## src/rtl/wb_chkpt_pkg.sv

```systemverilog
// Shared definitions for the checkpoint port: register map, STATUS/CTRL
// bit positions, sequencer state encoding and the hold reload helper.
package wb_chkpt_pkg;

    // Register index taken from wbs_adr_i[3:2]
    localparam logic [1:0] REG_CODE   = 2'd0;
    localparam logic [1:0] REG_STATUS = 2'd1;
    localparam logic [1:0] REG_HOLD   = 2'd2;
    localparam logic [1:0] REG_CTRL   = 2'd3;

    // STATUS bit positions (COUNT occupies [4:0])
    localparam int unsigned STAT_EMPTY = 6;
    localparam int unsigned STAT_FULL  = 7;
    localparam int unsigned STAT_BUSY  = 8;
    localparam int unsigned STAT_OVF   = 9;

    // CTRL bit positions
    localparam int unsigned CTRL_EN    = 0;
    localparam int unsigned CTRL_FLUSH = 1;

    typedef enum logic [1:0] {
        S_IDLE = 2'd0,
        S_LOAD = 2'd1,
        S_HOLD = 2'd2
    } chk_state_t;

    // Counter reload so a HOLD of 0 behaves like a HOLD of 1
    function automatic logic [15:0] hold_reload(input logic [15:0] hold);
        return (hold == 16'd0) ? 16'd0 : hold - 16'd1;
    endfunction

endpackage

```

## src/rtl/chkpt_sync_fifo.sv

```systemverilog
// Synchronous 16-bit FIFO holding queued checkpoint codes.
// Flush has priority over push; a push while full is ignored.
module chkpt_sync_fifo #(
    parameter int unsigned DEPTH = 4
) (
    input  logic        clk,
    input  logic        rst_n,
    input  logic        push,
    input  logic        pop,
    input  logic        flush,
    input  logic [15:0] din,
    output logic [15:0] dout,
    output logic        full,
    output logic        empty,
    output logic [4:0]  count
);

    localparam int unsigned AW = (DEPTH > 1) ? $clog2(DEPTH) : 1;

    logic [15:0]   mem [DEPTH];
    logic [AW-1:0] rd_ptr;
    logic [AW-1:0] wr_ptr;
    logic          do_push;
    logic          do_pop;

    assign full    = (count == 5'(DEPTH));
    assign empty   = (count == 5'd0);
    assign do_push = push && !full && !flush;
    assign do_pop  = pop && !empty && !flush;
    assign dout    = mem[rd_ptr];

    // Storage array, written on accepted pushes only
    always_ff @(posedge clk) begin
        if (do_push) begin
            mem[wr_ptr] <= din;
        end
    end

    // Pointers wrap naturally because DEPTH is a power of two
    always_ff @(posedge clk) begin
        if (!rst_n || flush) begin
            rd_ptr <= '0;
            wr_ptr <= '0;
            count  <= '0;
        end else begin
            if (do_push) begin
                wr_ptr <= wr_ptr + AW'(1);
            end
            if (do_pop) begin
                rd_ptr <= rd_ptr + AW'(1);
            end
            case ({do_push, do_pop})
                2'b10:   count <= count + 5'd1;
                2'b01:   count <= count - 5'd1;
                default: count <= count;
            endcase
        end
    end

endmodule

```

## src/rtl/wb_chkpt_port.sv

```systemverilog
// Wishbone slave that queues 16-bit checkpoint codes and shows each one
// on chk_o for a programmable number of cycles.
module wb_chkpt_port
    import wb_chkpt_pkg::*;
#(
    parameter int unsigned DEPTH    = 4,
    parameter logic [15:0] HOLD_RST = 16'd16
) (
    input  logic        wb_clk_i,
    input  logic        wb_rst_n,
    input  logic        wbs_cyc_i,
    input  logic        wbs_stb_i,
    input  logic        wbs_we_i,
    input  logic [3:0]  wbs_adr_i,
    input  logic [31:0] wbs_dat_i,
    input  logic [3:0]  wbs_sel_i,
    output logic [31:0] wbs_dat_o,
    output logic        wbs_ack_o,
    output logic [15:0] chk_o,
    output logic [15:0] chk_oeb_o
);

    logic        access;
    logic        bus_wr;
    logic        bus_rd;
    logic [1:0]  reg_idx;
    logic        code_push;
    logic        flush;
    logic        ovf_clr;
    logic        en;
    logic        ovf;
    logic [15:0] hold_reg;
    logic [15:0] hold_cnt;
    logic        fifo_full;
    logic        fifo_empty;
    logic [4:0]  fifo_count;
    logic [15:0] fifo_head;
    logic        fifo_pop;
    logic [31:0] status_word;
    logic [31:0] rdata;
    chk_state_t  state;
    chk_state_t  state_nx;
    logic        unused_bits;

    // Register access happens on the same edge that raises ack
    assign access    = wbs_cyc_i && wbs_stb_i && !wbs_ack_o;
    assign bus_wr    = access && wbs_we_i;
    assign bus_rd    = access && !wbs_we_i;
    assign reg_idx   = wbs_adr_i[3:2];
    assign code_push = bus_wr && (reg_idx == REG_CODE) && (wbs_sel_i[1:0] == 2'b11);
    assign flush     = bus_wr && (reg_idx == REG_CTRL) && wbs_sel_i[0] && wbs_dat_i[CTRL_FLUSH];
    assign ovf_clr   = bus_wr && (reg_idx == REG_STATUS) && wbs_sel_i[1] && wbs_dat_i[STAT_OVF];
    assign chk_oeb_o = en ? '0 : '1;

    assign unused_bits = ^{wbs_adr_i[1:0], wbs_sel_i[3:2], wbs_dat_i[31:16]};

    chkpt_sync_fifo #(
        .DEPTH (DEPTH)
    ) u_fifo (
        .clk   (wb_clk_i),
        .rst_n (wb_rst_n),
        .push  (code_push),
        .pop   (fifo_pop),
        .flush (flush),
        .din   (wbs_dat_i[15:0]),
        .dout  (fifo_head),
        .full  (fifo_full),
        .empty (fifo_empty),
        .count (fifo_count)
    );

    // Read mux, including STATUS assembly
    always_comb begin
        status_word             = '0;
        status_word[4:0]        = fifo_count;
        status_word[STAT_EMPTY] = fifo_empty;
        status_word[STAT_FULL]  = fifo_full;
        status_word[STAT_BUSY]  = (state != S_IDLE);
        status_word[STAT_OVF]   = ovf;
        case (reg_idx)
            REG_CODE:   rdata = {16'h0000, chk_o};
            REG_STATUS: rdata = status_word;
            REG_HOLD:   rdata = {16'h0000, hold_reg};
            default:    rdata = {31'h0, en};
        endcase
    end

    // Single-cycle ack and registered read data
    always_ff @(posedge wb_clk_i) begin
        if (!wb_rst_n) begin
            wbs_ack_o <= 1'b0;
            wbs_dat_o <= '0;
        end else begin
            wbs_ack_o <= access;
            wbs_dat_o <= bus_rd ? rdata : '0;
        end
    end

    // Control registers: HOLD and EN with byte enables, sticky OVF
    always_ff @(posedge wb_clk_i) begin
        if (!wb_rst_n) begin
            en       <= 1'b0;
            hold_reg <= HOLD_RST;
            ovf      <= 1'b0;
        end else begin
            if (bus_wr && (reg_idx == REG_HOLD)) begin
                if (wbs_sel_i[0]) hold_reg[7:0]  <= wbs_dat_i[7:0];
                if (wbs_sel_i[1]) hold_reg[15:8] <= wbs_dat_i[15:8];
            end
            if (bus_wr && (reg_idx == REG_CTRL) && wbs_sel_i[0]) begin
                en <= wbs_dat_i[CTRL_EN];
            end
            if (code_push && fifo_full) begin
                ovf <= 1'b1;
            end else if (ovf_clr) begin
                ovf <= 1'b0;
            end
        end
    end

    // Sequencer state register
    always_ff @(posedge wb_clk_i) begin
        if (!wb_rst_n) begin
            state <= S_IDLE;
        end else begin
            state <= state_nx;
        end
    end

    // Sequencer next state; flush overrides everything and suppresses the pop
    always_comb begin
        state_nx = state;
        fifo_pop = 1'b0;
        if (flush) begin
            state_nx = S_IDLE;
        end else begin
            case (state)
                S_IDLE: begin
                    if (en && !fifo_empty) state_nx = S_LOAD;
                end
                S_LOAD: begin
                    fifo_pop = 1'b1;
                    state_nx = S_HOLD;
                end
                S_HOLD: begin
                    if (hold_cnt == 16'd0) begin
                        state_nx = (en && !fifo_empty) ? S_LOAD : S_IDLE;
                    end
                end
                default: state_nx = S_IDLE;
            endcase
        end
    end

    // Display register and hold counter
    always_ff @(posedge wb_clk_i) begin
        if (!wb_rst_n) begin
            chk_o    <= '0;
            hold_cnt <= '0;
        end else if (fifo_pop) begin
            chk_o    <= fifo_head;
            hold_cnt <= hold_reload(hold_reg);
        end else if ((state == S_HOLD) && (hold_cnt != 16'd0)) begin
            hold_cnt <= hold_cnt - 16'd1;
        end
    end

endmodule
```

## config.mk

```make
export PLATFORM = sky130hd
export DESIGN_NAME = wb_chkpt_port
export DESIGN_NICKNAME = d
export VERILOG_FILES = /design/src/rtl/wb_chkpt_pkg.sv /design/src/rtl/chkpt_sync_fifo.sv /design/src/rtl/wb_chkpt_port.sv
export SDC_FILE = /design/constraint.sdc
export NUM_CORES = 1
export LEC_CHECK = 0
export BUFFER_PORTS_ARGS = -buffer_cell sky130_fd_sc_hd__buf_2
export CAP_MARGIN = 20
export CORE_UTILIZATION = 45
export DETAILED_ROUTE_END_ITERATION = 6
export GPL_ROUTABILITY_DRIVEN = 0
export HOLD_SLACK_MARGIN = 0.15
export MAX_ROUTING_LAYER = met4
export PLACE_DENSITY = 0.78
export SETUP_SLACK_MARGIN = 0.02
export SLEW_MARGIN = 20
export SYNTH_ARGS = -nofsm -noshare
export SYNTH_HDL_FRONTEND = slang
export SYNTH_SLANG_ARGS = --single-unit
```

## constraint.sdc

```tcl
create_clock -name wb_clk_i -period 7.1 [get_ports wb_clk_i]
set_clock_uncertainty 0.2 [all_clocks]
set_input_delay 1.42 -clock wb_clk_i [delete_from_list [all_inputs] [get_ports wb_clk_i]]
set_output_delay 1.42 -clock wb_clk_i [all_outputs]
set_load 0.01 [all_outputs]
```

Yosys cells after proc, flatten, opt, wreduce, memory -nomap -nowiden
Memories as Yosys holds them, arrays and structs flattened. A register that Yosys moved wholly into a read port is not among the register bits.
Cells that the tools add are included.
Word-level totals
  logic and storage cells: 89
  memories: 1
  output and inout bits: 65
  register bits: 78
  bits in writable memories: 64
Memory list
  u_fifo.mem: depth 4, width 16, rd ports 1, clocked after memory_dff 1, wr ports 1, line chkpt_sync_fifo.sv:20  | logic [15:0] mem [DEPTH];
Operators by class
  add/subtract/negate cells: 6
  equality and inequality tests: 11
  multiplexer cells: 16
  reductions and logical operators: 43
  bitwise logic cells: 1
Operator list (number)
  16-bit two-way mux: 4
  16-bit one-hot mux with 3 select lines: 1
  16-bit logical NOT: 2
  16-bit by 1-bit subtractor with 16-bit output, second input constant: 2
  1-bit logical AND: 20
  16-bit nonzero test: 1
  2-bit equality test, second input constant: 5
  5-bit one-hot mux with 2 select lines: 1
  2-bit AND reduction: 4
  2-bit nonzero test: 4
  1-bit logical NOT: 7
  1-bit two-way mux: 7
  2-bit by 1-bit equality test with 1-bit output, second input constant: 3
  2-bit one-hot mux with 3 select lines: 1
  5-bit by 1-bit adder with 5-bit output, second input constant: 1
  5-bit by 3-bit equality test with 1-bit output, second input constant: 1
  5-bit logical NOT: 1
  5-bit by 1-bit subtractor with 5-bit output, second input constant: 1
  2-bit by 1-bit adder with 2-bit output, second input constant: 2
  2-bit logical NOT: 2
  2-bit two-way mux: 2
  2-bit inequality test, second input constant: 2
  2-bit OR reduction: 1
  1-bit logical OR: 1
  1-bit inverter: 1

Logic depth before layout (Yosys ltp)
Gate-level depths: netlist of the first run.
  word-level depth: 11
  depth in mapped cells: 13
  depth with buffers taken out: 12

Cells and area by module
From an unflattened synthesis of the first run, not the netlist that was laid out.
Second synthesis, totals
  cells, all modules: 557
  area total of the unflattened synthesis: 6478.7 um2
Modules (own cells, without submodules)
  wb_chkpt_port: sequential area each 1381.3 um2, times used 1, area each 3502.1 um2, cells an instance 396
  chkpt_sync_fifo: sequential area each 2142.1 um2, times used 1, area each 2976.6 um2, cells an instance 161

Worst setup path after synthesis of the first run
No wires, ideal clock.
  path kind: in2reg
  start point: input wbs_cyc_i
  end point: register u_fifo.count[4]
  stages on the path: 12
  setup time: 71 ps
  arrival time: 3907 ps
  setup slack: 2922 ps
  buffers on the path: 1
  cells stage by stage: and4b_1 > clkbuf_1 > nand4_1 > a21oi_1 > inv_1 > ha_1 > ha_1 > nor2b_1 > o21ai_0 > a21oi_1 > or4_1 > a21oi_1
Between the ends
  word-level cells in the longest chain between the ends: 11
Ends and longest elaborated chain
  start, declared: line wb_chkpt_port.sv:11  | input logic wbs_cyc_i,
  1-bit logical AND (*) (2 in a row): line wb_chkpt_port.sv:46  | assign access = wbs_cyc_i && wbs_stb_i && !wbs_ack_o;
  1-bit logical AND (*): line wb_chkpt_port.sv:47  | assign bus_wr = access && wbs_we_i;
  1-bit logical AND (3 in a row): line wb_chkpt_port.sv:51  | assign flush = bus_wr && (reg_idx == REG_CTRL) && wbs_sel_i[0] && wbs_dat_i[CTRL_FLUSH];
  1-bit two-way mux: line wb_chkpt_port.sv:134  | if (flush) begin
  1-bit logical AND (2 in a row): line chkpt_sync_fifo.sv:29  | assign do_pop = pop && !empty && !flush;
  2-bit by 1-bit equality test with 1-bit output or 2-bit equality test (tied branches): line chkpt_sync_fifo.sv:52  | case ({do_push, do_pop})
  5-bit one-hot mux with 2 select lines or 2-bit nonzero test (tied branches)
  end signal, assigned: line chkpt_sync_fifo.sv:53  | 2'b10: count <= count + 5'd1;
  end signal, assigned: line chkpt_sync_fifo.sv:54  | 2'b01: count <= count - 5'd1;
  end signal, assigned: line chkpt_sync_fifo.sv:55  | default: count <= count;
  end, declared: line chkpt_sync_fifo.sv:15  | output logic [4:0] count
Mark *: on every way between the ends. The rest lies on a longest branch, timed or not.
A chain may end at the register's enable or synchronous reset.

Final worst setup path of the first run
  start point: input wbs_we_i
  end point: register u_fifo.count[4]
Between the ends
  word-level cells in the longest chain between the ends: 9
Ends and longest elaborated chain
  start, declared: line wb_chkpt_port.sv:13  | input logic wbs_we_i,
  1-bit logical AND (*): line wb_chkpt_port.sv:47
  1-bit logical AND (3 in a row): line wb_chkpt_port.sv:51
  1-bit two-way mux: line wb_chkpt_port.sv:134
  1-bit logical AND (2 in a row): line chkpt_sync_fifo.sv:29
  2-bit by 1-bit equality test with 1-bit output or 2-bit equality test (tied branches): line chkpt_sync_fifo.sv:52
  5-bit one-hot mux with 2 select lines or 2-bit nonzero test (tied branches)
Marked as above.

==> results of run 1 <==
==> worst max-delay path, delay by kind of cell <==
family | cells | cell delay [ps]
AOI/OAI and AO/OA | 4 | 950
adders and majority gates | 2 | 590
buffers and inverters | 2 | 220
and+or+nand+nor | 4 | 1190
==> per-stage QoR <==
| step | utilization [%] | std cells | setup slack [ps] | power [uW] |
|---|---|---|---|---|
| global route | 52.75 | 805 | 2623 | 1818 |
| CTS | 52.75 | 805 | 2871 | 1776 |
| floorplan | - | 576 | 2922 | 904.0 |
| detailed placement | 48.48 | 773 | 2447 | 915.9 |
| finish | 52.75 | 805 | 2869 | 1771 |
| global placement | 48.48 | 773 | 2614 | 914.4 |
==> layer usage <==
layer	track usage, %	vias to the layer above
met5	-	-
met4	7.948	0
met3	4.417	27
met2	33.63	155
met1	23.18	2101
li1	-	2086
==> final cells by class <==
cell class / count / area share [%]
Clock buffer: 24 / 7.057
Clock inverter: 8 / 1.042
Inverter: 15 / 0.7690
Multi-Input combinational cell: 359 / 35.08
Sequential cell: 142 / 47.57
Tap cell: 180 / 3.076
Timing Repair Buffer: 77 / 5.400
==> cells by family (layout without fill, tap and decap cells) <==
| group | Yosys count | after routing |
|---|---|---|
| flops | 142 | 142 |
| buf+inv | 75 | 124 |
| mux | 51 | 51 |
| fa+ha+maj | 11 | 11 |
| simple gates | 176 | 176 |
| other cells | 1 | 16 |
| xor+xnor | 24 | 24 |
| compound gates | 81 | 81 |
==> final timing paths <==
path,slack (ps),endpoint
worst max-delay path,2870,u_fifo.count[4]
worst min-delay path,270,chk_o[13]
worst max register to register,3610,u_fifo.count[4]
worst min register to register,270,chk_o[13]
==> where the power goes <==
group / internal [uW] / switching, uW
logic: 12.6 / 30.3
registers: 855 / 1.50
clock network: 546 / 326
total: 1410 / 358
==> synth_stat cells (all sizes together) (2+ instances only) <==
| cell type | instances |
|---|---|
| o22ai | 9 |
| mux4 | 17 |
| or4 | 13 |
| xnor2 | 19 |
| and4 | 2 |
| a2111oi | 3 |
| nand4 | 5 |
| and4b | 4 |
| nand3b | 2 |
| nor2 | 58 |
| xor2 | 5 |
| buf | 38 |
| nor3 | 6 |
| nand4b | 2 |
| or2 | 3 |
| edfxtp | 64 |
| nand2b | 4 |
| mux2i | 34 |
| ha | 10 |
| a21o | 7 |
| and2 | 7 |
| o21ai | 6 |
| dfxtp | 78 |
| inv | 14 |
| nand3 | 5 |
| o31ai | 5 |
| clkbuf | 22 |
| nor3b | 3 |
| or3 | 7 |
| nor2b | 6 |
| a211o | 3 |
| a21oi | 39 |
| a211oi | 5 |
| nor4 | 5 |
| nand2 | 42 |
==> results.json, run 1 <==
{
  "cts_root_buffer": "clkbuf_16",
  "r2r-start": "wbs_ack_o",
  "cpMostUsedCell": "a21oi_1",
  "yosys_warnings": 0,
  "first_pass_iters": 4,
  "ys_ff_latch": 142,
  "timing.slew.headroom_pct": 43.34,
  "cts_buffers": 17,
  "insertion_delay_ps": 420,
  "wl_met3_um": 626,
  "grt_max_degree": 37,
  "syn_to_final_growth_pct": 14.32,
  "synth_top_cell_by_area": "edfxtp_1",
  "fp.dieW_um": 121.3,
  "dieArea_sq_um": 14710,
  "tightestPinTransition_ps": 849.9,
  "vdd_drop_max_v": 0.0001553,
  "drt_iter0_drc": 355,
  "highest_layer": "met4",
  "finalMaxSlewViolations": 0,
  "timing.fmax_mhz": 236.3,
  "synth_top_family_by_area": "simple AND/OR/NAND/NOR gates",
  "post_cts_resized": 0,
  "synth-seq-area-share_pct": 54.39,
  "r2r_cells": 11,
  "yosys.area_share.simple_pct": 14.30,
  "largest_reg_flops": 64,
  "antenna_found_initial": 0,
  "worstSetupStartpoint": "wbs_we_i",
  "htreeDepth": 4,
  "synth_edf_count": 64,
  "crit_path_start_kind": "input pin",
  "period_needed_ps": 4231,
  "syn_area_per_cell_sq_um": 11.42,
  "worstHoldPathType": "reg -> reg",
  "crit_arrival_ps": 4370,
  "rows": 43,
  "critPathMaxStageDelay_ps": 500,
  "finalInstanceArea_sq_um": 7322,
  "synth_top_area_share_pct": 30.01,
  "setup_viol": 0,
  "path_cells": "buf_2, and4b_1, nand4_1, a21oi_1, inv_1, ha_1, ha_1, nor2b_1, o21ai_0, a21oi_1, or4_1, a21oi_1",
  "mostFrequentLayoutCell": "dfxtp_1",
  "synthMuxAreaShare_pct": 11.29,
  "routedWlPerCell_um": 16.98,
  "place_hpwl_mm": 9.512,
  "synthArstFlopShare_pct": 0,
  "top_register": "u_fifo.mem",
  "die_h_um": 121.3,
  "io_buffers": 73,
  "placed_area_sq_um": 6729,
  "cts_sinks": 142,
  "grt_pass1_vias": 4259,
  "layout-drive-gt1-share_pct": 21.12,
  "synth_ff_type": "dfxtp_1",
  "power_density_nw_per_um2": 241.9,
  "drc": 0,
  "drt_wl_total_mm": 13.67,
  "rsz0062_at_grt": "no",
  "maxCapViolations": 0,
  "min_from": "chk_o[13]",
  "holdWs_ps": 273.7,
  "design.portCount": 110,
  "path_class": "in -> reg",
  "worst_ep_required_time_ps": 7240,
  "syn-cell-area_sq_um": 6405,
  "cp-end-kind": "register",
  "synth_compound_area_share_pct": 8.029,
  "critPathSlowestCell": "a21oi_1",
  "cts.clk_slew.worst_paths_ps": 50,
  "hold_path_depth": 2,
  "vias": 4369,
  "cts_buffer_depth": 2,
  "synth_xor_xnor_area_share_pct": 3.282,
  "fill_cells": 1147,
  "post_cts_buffers": 0,
  "p_leak_uw": 0.002807,
  "start_util_pct": 46.14,
  "multi_input_area_sq_um": 2569,
  "met1_length_mm": 5.718,
  "synthAdderAreaFrac_pct": 2.266,
  "grt_util_all_layers_pct": 20.00,
  "vias_per_cell": 5.427,
  "status": "finished, final reports clean",
  "cts_tree": "yes",
  "finalCritPeriodShare_pct": 59.60,
  "hold_viol": 0,
  "register_area_sq_um": 3483,
  "fin_tns_setup_ps": 0,
  "routed-wl-met2_mm": 6.988,
  "syn_inst": 561,
  "worstPathMaxFanout": 9,
  "synth_area_leaders": "edfxtp_1, dfxtp_1, mux4_2, mux2i_1, buf_4",
  "grt_overflow": 0,
  "nets": 668,
  "ant_nets": 0,
  "final_cell_mix": "dfxtp_1, buf_2, edfxtp_1, nor2_1, nand2_1",
  "grt_first_pass_wirelength_mm": 21.66,
  "antenna_cells": 0,
  "ys_types": 53,
  "hold_buffers": 0,
  "fp.coreArea_sq_um": 13880
}
No activity file was read; power rests on OpenSTA's default activity.
==> run 2: changes to the inputs <==
PLACE_DENSITY = 0.81   (was 0.78)
clock period = 3.4 ns   (was 7.1 ns; I/O delays follow)
==> run 2 against run 1 <==
  * Utilization grew 0.62 points
  * Largest cell class unchanged
  * Sequential cell count stayed put
  * Total power rose by 100%
  * Cell area up 1.2%
==> results.json, run 2 (synthesis gave the netlist of run 1 again) <==
{
  "status": "finished, final reports clean",
  "setup_viol": 0,
  "cts_tree": "yes",
  "cp.buffers_inverters": 0,
  "mostFrequentLayoutCell": "dfxtp_1",
  "placed_area_sq_um": 6845,
  "path_cells": "nor4_1, nor2b_2, nor2_1, ha_1, ha_1, nor2b_1, o21ai_0, a21oi_1, or4_1, a21oi_1",
  "start_util_pct": 46.14,
  "fp.dieW_um": 121.3,
  "grt_max_degree": 36,
  "antenna_found_initial": 0,
  "top_register": "u_fifo.mem",
  "cts_root_buffer": "clkbuf_16",
  "first_pass_iters": 5,
  "rows": 43,
  "cts_sinks": 142,
  "vias": 4521,
  "io_buffers": 73,
  "timing.fmax_mhz": 305.9,
  "fin_tns_setup_ps": 0,
  "finalMaxSlewViolations": 0,
  "htreeDepth": 4,
  "vias_per_cell": 5.520,
  "r2r_end": "u_fifo.count[4]",
  "drt_iter0_drc": 293,
  "worst_ep_required_time_ps": 3540,
  "grt_first_pass_wirelength_mm": 22.36,
  "design.portCount": 110,
  "r2r_slack_ps": 130,
  "min_to": "chk_o[14]",
  "min_from": "chk_o[14]",
  "post-route-util_pct": 53.37,
  "worstPathMaxFanout": 5,
  "grt_util_all_layers_pct": 20.68,
  "nets": 683,
  "rsz0062_at_grt": "no",
  "crit_family": "simple AND/OR/NAND/NOR gates",
  "critPathMaxStageDelay_ps": 480,
  "finalInstanceArea_sq_um": 7408,
  "syn_to_final_growth_pct": 15.67,
  "timing.slew.headroom_pct": 41.36,
  "crit_arrival_ps": 3410,
  "r2r-start": "u_fifo.count[0]",
  "layout-drive-gt1-share_pct": 23.47,
  "post_cts_buffers": 0,
  "power_density_nw_per_um2": 489.8,
  "cts_buffer_depth": 2,
  "cts.clk_slew.worst_paths_ps": 50,
  "hold_path_depth": 2,
  "cp-end-kind": "register",
  "path_class": "reg -> reg",
  "die_h_um": 121.3,
  "routedWlPerCell_um": 17.45,
  "grt_overflow": 0,
  "ant_nets": 0,
  "r2r_cells": 10,
  "hold_viol": 0,
  "drc": 0,
  "p_leak_uw": 0.002878,
  "antenna_cells": 0,
  "maxCapViolations": 0,
  "place_hpwl_mm": 10.09,
  "cts_buffers": 17,
  "final_cell_mix": "dfxtp_1, buf_2, edfxtp_1, nor2_1, nand2_1",
  "tightestPinTransition_ps": 878.5,
  "vdd_drop_max_v": 0.0003132,
  "drt_wl_total_mm": 14.29,
  "period_needed_ps": 3269,
  "grt_pass1_vias": 4467,
  "place_inst": 788,
  "fp.coreArea_sq_um": 13880,
  "critPathSlowestCell": "or4_1",
  "worstHoldPathType": "reg -> reg",
  "finalCritPeriodShare_pct": 96.14,
  "largest_reg_flops": 64,
  "crit_path_start_kind": "register",
  "insertion_delay_ps": 420,
  "dieArea_sq_um": 14710,
  "finalNonFillerCells": 819
}
[run 2: cell types whose count changed in the layout (fill, tap and decap cells not counted), moves of 2 or more]
cell / before / now
clkbuf_4: 0 / 3
clkinv_2: 3 / 7
buf_4: 4 / 19
clkbuf_16: 20 / 17
clkbuf_1: 3 / 1
[run 2: worst max path at each step]
stage | from | to | slack [ps] | depth (start not counted)
2_1_floorplan | wbs_cyc_i | u_fifo.count[4] | 70 | 12
3_3_place_gp | wbs_cyc_i | u_fifo.count[4] | 100 | 12
3_5_place_dp | wbs_adr_i[2] | u_fifo.count[4] | -20 | 12
4_1_cts | u_fifo.count[0] | u_fifo.count[4] | 210 | 10
5_1_grt | u_fifo.count[0] | u_fifo.count[4] | 60 | 10
6_report | u_fifo.count[0] | u_fifo.count[4] | 130 | 10
[run 2: through the flow]
stage	setup slack, ps	hold slack, ps	total power [uW]
after floorplan	69.36	254.2	1888
after global placement	96.88	260.7	1914
after detailed placement	-16.96	259.3	1918
after CTS	210.1	266.7	3647
after global routing	56.68	289.0	3716
final	131.4	264.5	3629
[run 2: repair_timing]
item                                    CTS  global route
endpoints found under the setup margin    0             1
gates resized for setup                   0             1
hold buffers                              0             0
[run 2: power breakdown]
part	internal, uW	total [uW]	switching [uW]
registers	1790	1790	3.31
logic	29.7	95.2	65.6
clock network	1110	1740	637
total	2920	3630	706
[run 2: worst reg2reg max path, stage by stage (launching register included)]
cell,delay [ps]
dfxtp_1,370
nor4_1,420
nor2b_2,330
nor2_1,100
ha_1,270
ha_1,320
nor2b_1,160
o21ai_0,260
a21oi_1,130
or4_1,480
a21oi_1,150
[run 2: area by class of cell]
type | instances | area, sq um
multi-input combinational | 359 | 2575
tap | 180 | 225.2
fill | 1135 | 6472
inverter | 15 | 56.30
sequential | 142 | 3483
clock buffer | 22 | 465.4
timing repair buffer | 92 | 508.0
clock inverter | 9 | 95.09
[run 2: metal layers]
| metal | vias up | GRT usage, % | share of wire, % |
|---|---|---|---|
| met1 | 2190 | 23.47 | 41 |
| met4 | 0 | 11.96 | 3.7 |
| met5 | - | - | 0 |
| li1 | 2113 | - | - |
| met2 | 172 | 34.06 | 51 |
| met3 | 46 | 3.994 | 4.8 |
==> run 3: changes to the inputs <==
CTS_BUF_LIST = sky130_fd_sc_hd__clkbuf_16   (was default)
PLACE_DENSITY = default   (was 0.81)
PLACE_DENSITY_LB_ADDON = 0.08   (was default)
==> run 3 against run 2 <==
  * Die area stayed put
  * Routed wire length hardly changed
  * Count of clock-buffer cells in the layout is 5 lower
  * Via count is 3.0% lower
  * Register-to-register slack better by 200 ps
  * Sequential cell count stayed put
  * Cell area is 1.2% higher
  * Combinational power is 2.6% higher
  * Non-clock buffer count is 1 higher
  * Maximum frequency is 6.4% higher
  * Global-route usage is 0.72 points higher
  * Clock power is 15% higher
  * Largest cell class unchanged
  * Highest routed layer unchanged
==> results.json, run 3 (synthesis gave the netlist of run 1 again) <==
{
  "routedWlPerCell_um": 17.42,
  "grt_util_all_layers_pct": 21.40,
  "grt_pass1_vias": 4227,
  "crit_path_start_kind": "register",
  "antenna_found_initial": 0,
  "post-route-util_pct": 54.03,
  "cts_sinks": 142,
  "first_pass_iters": 4,
  "worstHoldPathType": "reg -> reg",
  "cp-end-kind": "register",
  "final_cell_mix": "dfxtp_1, buf_2, edfxtp_1, nor2_1, nand2_1",
  "timing.fmax_mhz": 325.4,
  "cts_tree": "yes",
  "hold_path_depth": 2,
  "worst_ep_required_time_ps": 3540,
  "finalMaxSlewViolations": 0,
  "mostFrequentLayoutCell": "dfxtp_1",
  "rows": 43,
  "antenna_cells": 0,
  "cts_root_buffer": "clkbuf_16",
  "vias": 4386,
  "grt_overflow": 0,
  "status": "finished, final reports clean",
  "r2r_cells": 11,
  "hold_buffers": 0,
  "insertion_delay_ps": 420,
  "maxCapViolations": 0,
  "tightestPinTransition_ps": 902.7,
  "gr-usage-met2_pct": 32.67,
  "crit_arrival_ps": 3220,
  "finalCritPeriodShare_pct": 90.38,
  "cts.clk_slew.worst_paths_ps": 60,
  "post_cts_buffers": 0,
  "use_met1_pct": 27.96,
  "dieArea_sq_um": 14710,
  "fp.coreArea_sq_um": 13880,
  "power_density_nw_per_um2": 518.3,
  "worstPathMaxFanout": 5,
  "grt_first_pass_wirelength_mm": 22.54,
  "layout-drive-gt1-share_pct": 23.56,
  "largest_reg_flops": 64,
  "p_leak_uw": 0.002896,
  "grt_max_degree": 28,
  "drt_iter0_drc": 358,
  "place_hpwl_mm": 10.15,
  "htreeDepth": 4,
  "design.portCount": 110,
  "holdWs_ps": 270.8,
  "start_util_pct": 46.14,
  "drc": 0,
  "rsz0062_at_grt": "no",
  "period_needed_ps": 3073,
  "cts_buffer_depth": 2,
  "hold_viol": 0,
  "busiest_layer": "met2",
  "top_register": "u_fifo.mem",
  "syn_to_final_growth_pct": 17.09,
  "nets": 684,
  "io_buffers": 73,
  "cts_buffers": 17,
  "path_class": "reg -> reg",
  "drt_wl_total_mm": 14.30,
  "vias_per_cell": 5.342,
  "fp.dieW_um": 121.3,
  "grtUsageMet3_pct": 4.511,
  "fin_tns_setup_ps": 0,
  "ant_nets": 0,
  "timing.slew.headroom_pct": 39.74,
  "post_cts_resized": 0,
  "die_h_um": 121.3,
  "setup_viol": 0,
  "vdd_drop_max_v": 0.0004054
}
==> run 3: stage by stage <==
| stage | total power [uW] | cell area (sq um) | std cells | setup WS, ps |
|---|---|---|---|---|
| final | 3887 | 7500 | 821 | 326.9 |
| after global routing | 3999 | 7500 | 821 | 104.7 |
| after CTS | 3924 | 7500 | 821 | 351.0 |
| after detailed placement | 1922 | 6857 | 789 | 9.381 |
| after global placement | 1920 | 6857 | 789 | 86.16 |
| after floorplan | 1888 | 6465 | 576 | 69.36 |
==> run 3: metal layers <==
| layer | part of all wire, % | up-vias |
|---|---|---|
| met4 | 1.4 | 0 |
| met2 | 49 | 100 |
| met5 | 0 | - |
| li1 | - | 2130 |
| met3 | 3.3 | 18 |
| met1 | 47 | 2138 |
==> run 3: critical path: stages, from the launching register on <==
cell and delay (ps):
dfxtp_1 380, nor4_1 300, buf_4 180, nor2b_1 180, nor2_1 80, ha_1 260
ha_1 330, nor2b_1 150, o21ai_0 210, a21oi_1 120, or4_1 470, a21oi_1 140
==> run 3: layout make-up <==
type                    instances  area (sq um)
inverters                      15         56.30
fillers                      1217          6381
well taps                     180         225.2
clock inverters                15         217.7
clock buffers                  17         425.4
multi-input cells             359          2576
repair buffers                 93         515.5
flip-flops and latches        142          3483
==> run 3: final timing paths <==
path | startpoint | end | slack [ps]
hold / removal | chk_o[13] | chk_o[13] | 270
setup / recovery | u_fifo.count[0] | u_fifo.count[4] | 330
hold reg to reg | chk_o[13] | chk_o[13] | 270
setup reg to reg | u_fifo.count[0] | u_fifo.count[4] | 330
==> run 3: power breakdown <==
group / switching [uW] / internal [uW]
registers: 3.19 / 1780
logic: 67.8 / 29.9
clock network: 704 / 1300
total: 775 / 3110
